<file path="config.mk">
export PLATFORM = sky130hd
export DESIGN_NAME = fetch_queue
export DESIGN_NICKNAME = d
export VERILOG_FILES = /design/src/rtl/fetch_queue.sv
export SDC_FILE = /design/constraint.sdc
export NUM_CORES = 1
export LEC_CHECK = 0
export CORE_MARGIN = 5
export CORE_UTILIZATION = 58
export DETAILED_ROUTE_END_ITERATION = 10
export PLACE_DENSITY_LB_ADDON = 0.1
export SLEW_MARGIN = 20
export SYNTH_ARGS = -nofsm -noshare
export SYNTH_HDL_FRONTEND = slang
export SYNTH_SLANG_ARGS = --single-unit
</file>
<file path="constraint.sdc">
create_clock -name clk -period 4.3 [get_ports clk]
set_input_delay 0.645 -clock clk [delete_from_list [all_inputs] [get_ports clk]]
set_output_delay 0.645 -clock clk [all_outputs]
set_load 0.1 [all_outputs]
</file>
<file path="src/rtl/fetch_queue.sv">
// fetch_queue: PC-to-decode fetch buffer with one outstanding imem read and branch flush
module fetch_queue #(
  parameter int WIDTH = 32,
  parameter int DEPTH = 4
) (
  input  logic             clk,
  input  logic             rst,
  input  logic [WIDTH-1:0] pc_in,
  input  logic             pc_valid,
  output logic             pc_ready,
  input  logic             flush,
  output logic             imem_req,
  output logic [WIDTH-1:0] imem_addr,
  input  logic             imem_rvalid,
  input  logic [WIDTH-1:0] imem_rdata,
  output logic             instr_valid,
  output logic [WIDTH-1:0] instr,
  output logic [WIDTH-1:0] instr_pc,
  input  logic             instr_ready
);
  localparam int AW = $clog2(DEPTH);
  localparam logic [AW:0] FULL = (AW+1)'(DEPTH);
  typedef enum logic {IDLE, WAIT} state_t;
  state_t state;
  logic [WIDTH-1:0] addr;
  logic drop;
  logic [WIDTH-1:0] mem_pc [DEPTH];
  logic [WIDTH-1:0] mem_in [DEPTH];
  logic [AW-1:0] wp, rp;
  logic [AW:0] count;
  logic push, pop;
  assign pc_ready = state == IDLE && !flush && count < FULL;
  assign push = state == WAIT && imem_rvalid && !drop && !flush;
  assign instr_valid = count != '0;
  assign pop = instr_valid && instr_ready && !flush;
  assign imem_req = state == WAIT;
  assign imem_addr = addr;
  assign instr = mem_in[rp];
  assign instr_pc = mem_pc[rp];
  // request FSM: one outstanding read; a flush while waiting poisons the pending response
  always_ff @(posedge clk or negedge rst)
    if (!rst) begin
      state <= IDLE;
      addr <= '0;
      drop <= 1'b0;
    end else if (state == IDLE) begin
      if (pc_valid && pc_ready) begin
        state <= WAIT;
        addr <= pc_in;
      end
    end else if (imem_rvalid) begin
      state <= IDLE;
      drop <= 1'b0;
    end else if (flush) drop <= 1'b1;
  // FIFO bookkeeping; flush empties it regardless of push/pop
  always_ff @(posedge clk or negedge rst)
    if (!rst) begin
      wp <= '0;
      rp <= '0;
      count <= '0;
    end else if (flush) begin
      wp <= '0;
      rp <= '0;
      count <= '0;
    end else begin
      if (push) wp <= wp + AW'(1);
      if (pop) rp <= rp + AW'(1);
      count <= count + (AW+1)'(push) - (AW+1)'(pop);
    end
  // entry storage, left unreset since it is only read while count is nonzero
  always_ff @(posedge clk)
    if (push) begin
      mem_pc[wp] <= addr;
      mem_in[wp] <= imem_rdata;
    end
endmodule
</file>
# == After elaboration in Yosys (flattened, before gate mapping) ==
# Memory sizes are Yosys's and may differ from the RTL's.
# Index checks and enable logic that the tools add are counted.
# word_totals
n_memories,2
word_cells,42
out_inout_bits,99
reg_bits,41
in_bits,70
ram_bits,256
# memory_table
name,depth,width,rd,rd_ports_with_merged_regs,wr,line_no,source
mem_in,4,32,1,0,1,28,logic [WIDTH-1:0] mem_in [DEPTH];
mem_pc,4,32,1,0,1,27,logic [WIDTH-1:0] mem_pc [DEPTH];
# classes
n_bitwise,1
n_addsub,4
n_reduce_logical,16
n_mux,12
n_lt_le_gt_ge,1
# ops
op,count
$logic_and 1x1->1,8
$mux 2,4
$mux 1,7
$reduce_bool 2->1,3
$add 2x1->2 const B,2
$reduce_and 2->1,2
$add 3x1->3,1
$lt 3x3->1 const B,1
$mux 3,1
$reduce_bool 3->1,1
$sub 3x1->3,1
$logic_not 1->1,2
$not 1->1,1

# == Logic depth before layout (Yosys ltp) ==
# Gate-level depths: netlist of run 1.
# depth
word_depth,6
ltp_mapped,10
depth_no_buf,10

# == Worst setup path after synthesis of run 1 ==
# No wires, ideal clock.
# synth_path
kind,reg2reg
start,"register state, in the netlist imem_req"
end,memory mem_in[0][0] (enable)
required_ns,3.871
period_less_slack_ns,3.478
stages_incl_launch_ff,4
arrival_ns,3.050
setup_time_ns,0.429
setup_slack_ns,0.822
cell_sequence,dfrtp_1 nand3b_1 nor2_1 and2_1
# synth_between
elab_chain_cells,5
# synth_rtl
element,line_no,source
from (decl),24,state_t state;
from (signal assigned),43,state <= IDLE;
from (signal assigned),48,state <= WAIT;
from (signal assigned),52,state <= IDLE;
$logic_and 1x1->1 (3 in series),33,assign push = state == WAIT && imem_rvalid && !drop && !flush;
$mux 1,72,if (push) begin
$mux 1 (not written as such),74,mem_in[wp] <= imem_rdata;
to (decl),28,
# No other way between the ends.

# == Final worst setup path of run 1 ==
# layout_path
start,register rp[0]
end,output instr[9]
# layout_between
elab_chain_cells,1
# layout_rtl
element,line_no,source
from (decl),29,"logic [AW-1:0] wp, rp;"
from (signal assigned),67,if (pop) rp <= rp + AW'(1);
$mem_v2 4x32,n/a,
to (decl),17,"output logic [WIDTH-1:0] instr,"
# No other way between the ends.

==> flow_metrics.tcl, run 1 <==
set metrics [dict create \
    postRouteAntennaNets 0 \
    grt_pass1_wl_microns 31700 \
    dp_hpwl_microns 11500 \
    cts_buffer_depth 3 \
    setup_viol 0 \
    rrSetupSlack_ns 2.09 \
    die_h_microns 148 \
    overflow 0 \
    yosys_warnings 0 \
    synth_area_sq_mm 0.0111 \
    place_area_sq_mm 0.0128 \
    post_cts_resized 0 \
    grt_max_degree 65 \
    synth_flop_cell "edfxtp_1" \
    gp_routability_congestion 0.720 \
    clk_latency_ns 0.53 \
    die_x_microns 148 \
    ys_ff_latch 297 \
    status "completed" \
    io_pins 169 \
    p_per_area_mw_per_mm2 756 \
    final_area_sq_mm 0.0138 \
    internal_power_mw 6.15 \
    ys_types 27 \
    num_rows 50 \
    crit_type "flop to primary output" \
    crit_slowest_cell "clkdlybuf4s50_1" \
    p_clk_share_pct 24.4 \
    crit_path_start "rp[0]" \
    track_usage_pct 18.7 \
    finalHoldViolations 0 \
    numClockSinks 297 \
    timing.slew.headroom_pct 31.7 \
    dieArea_sq_mm 0.0220 \
    fin_crit_sh_pct 88.5 \
    clockRootBuffer "clkbuf_16" \
    r2r-end "count[2]" \
    rsz0062_at_grt "false" \
    reg2reg_depth 9 \
    tightest_slew_ns 1.02 \
    leakage_nw 4.68 \
    wl_microns 20100 \
    switchingPower_mw 4.31 \
    async_flop_share_pct 13.8 \
    start_kind "flop" \
    num_vias 5086 \
    p_seq_share_pct 37.3 \
    syn_inst 453 \
    setup.worst_path.end "instr[9]" \
    peakVddDrop_mv 0.635 \
    h-tree-depth 1 \
    fin_tns_setup_ns 0 \
    timing.rr.start "count[2]" \
    end_kind "primary output" \
    synthToLayoutAreaGrowth_pct 24.7 \
    drv_slew 0 \
    comb_power_share_pct 38.3 \
    critPathMaxStageDelay_ns 0.99 \
    antenna_found_initial 0 \
    coreArea_sq_mm 0.0188 \
    grt_pass1_vias 5650 \
    cts_tree "built" \
    worstPathArrival_ns 3.16 \
    drt_iter0_markers 275 \
    syn_area_per_cell_sq_um 24.5 \
    ctsHoldBuffers 0 \
    path_cells "mux4_2 -> clkdlybuf4s50_1" \
    synth_fp_nets 530 \
    holdCritPathClass "input port to async pin" \
    vias_per_cell 5.71 \
    nNetsFinal 711 \
    start_util_pct 59.1 \
    port_buffers 168 \
    drv_cap 0 \
    cts_buffers 28 \
    cp_max_fo 42 \
    fmax_mhz 263 \
    synth_edf_count 256 \
    clkTransAtPathRegs_ns 0.06 \
    antennaDiodeCount 0 \
    drive_above_1_share_pct 28.2 \
    switching_share_pct 41.2 \
    wire_per_inst_microns 22.6 \
    clock-skew-final_ns 0.0123 \
    period_minus_slack_ns 3.80 \
    drcViolationCount 0 \
    dr.pass1.iters 4 \
    required_ns 3.65 \
    cts_setup_buffers 0 \
    yosysSeqAreaShare_pct 78.6 \
]
worst min-delay path by stage:
stage,cells past startpoint,startpoint,to
after floorplan,0,rst,count[0]
after global placement,2,drop,drop
after detailed placement,2,drop,drop
after CTS,1,rst,imem_addr[6]
after global routing,1,rst,imem_addr[6]
final,1,rst,imem_addr[1]
synth_stat cells (3+ instances only):
master / n / share of area, %
nor2_1: 8 / 0.27
and2_1: 4 / 0.23
mux2_4: 29 / 3.9
ha_1: 6 / 0.68
dfrtp_1: 41 / 9.3
inv_1: 6 / 0.20
mux2_2: 3 / 0.30
edfxtp_1: 256 / 69
xor2_1: 3 / 0.24
buf_12: 3 / 0.54
buf_2: 8 / 0.36
mux4_2: 64 / 13
buf_4: 4 / 0.27
per-stage QoR:
stage | util [%] | hold WS (ns) | cells | power, mW | setup WS (ns)
floorplan | - | 0.349 | 453 | 7.10 | 0.822
global route | 73.7 | 0.154 | 890 | 10.8 | 0.304
global placement | 68.5 | 0.501 | 838 | 7.94 | 0.993
CTS | 73.6 | 0.314 | 890 | 10.5 | 0.402
finish | 73.7 | 0.122 | 890 | 10.5 | 0.496
detailed placement | 68.5 | 0.520 | 838 | 8.00 | 0.986
layout by cell type, fill, tap and decap left out, types with 2 or more instances in the layout:
master	netlist	final
mux4_2	64	64
inv_1	6	6
ha_1	6	6
buf_4	4	34
xor2_1	3	3
bufinv_16	0	5
dfrtp_1	41	39
clkinv_4	0	2
mux2_4	29	29
clkdlybuf4s50_1	0	136
nor2_1	8	8
clkinv_1	0	4
clkbuf_16	0	29
and2_4	1	5
dfrtp_4	0	2
a21oi_1	2	2
xnor2_1	2	2
clkinvlp_4	0	3
mux2_2	3	3
clkbuf_1	2	2
edfxtp_1	256	256
clkinv_2	0	7
per-layer routing:
| layer | global-route usage (%) | vias up | wire [microns] |
|---|---|---|---|
| met4 | 4.90 | 0 | 352 |
| met2 | 31.3 | 168 | 10200 |
| met5 | 0 | - | 0 |
| li1 | - | 2235 | - |
| met1 | 25.6 | 2658 | 8110 |
| met3 | 4.17 | 25 | 1480 |
power by group through the flow:
stage | clock network (mW) | registers [mW] | logic (mW)
after global routing | 2.73 | 3.96 | 4.11
final | 2.55 | 3.90 | 4.01
after detailed placement | 0 | 3.97 | 4.03
after global placement | 0 | 3.93 | 4.01
after CTS | 2.59 | 3.91 | 4.04
after floorplan | 0 | 4.90 | 2.20
state kept, by name (all words and copies together) (netlist names):
signal	cells
drop	1
mem_in	128
count	3
imem_addr	32
imem_req	1
mem_pc	128
wp	2
rp	2
worst max-delay path: cells and delay by family, from the launching register on:
kind	cells	cell delay [ns]
buffers and inverters	1	0.99
DFF	1	0.98
muxes	1	0.62
area by class of cell:
class                      instances  area, sq um
inverter                           6         22.5
timing repair buffer             170         1620
tap                              234          293
fill                            1098         4940
clock buffer                      31          733
multi-input combinational        131         2200
clock inverter                    21          240
sequential                       297         8720
kinds of logic (layout without fill, tap and decap cells):
family	count (synthesis)	in the layout	synth area share [%]
fa+ha+maj	7	7	0.858
xor+xnor	5	5	0.395
flops	297	297	78.6
mux	97	97	17.3
simple gates	17	17	0.858
compound gates	5	5	0.305
buf+inv	25	228	1.65
No activity file was read; power rests on OpenSTA's default activity.
==> run 2: changes to the inputs <==
Settings changed: HOLD_SLACK_MARGIN set to 0.03.
==> results of run 2 <==
Final layout, timing and power as in run 1 (identical DEF).
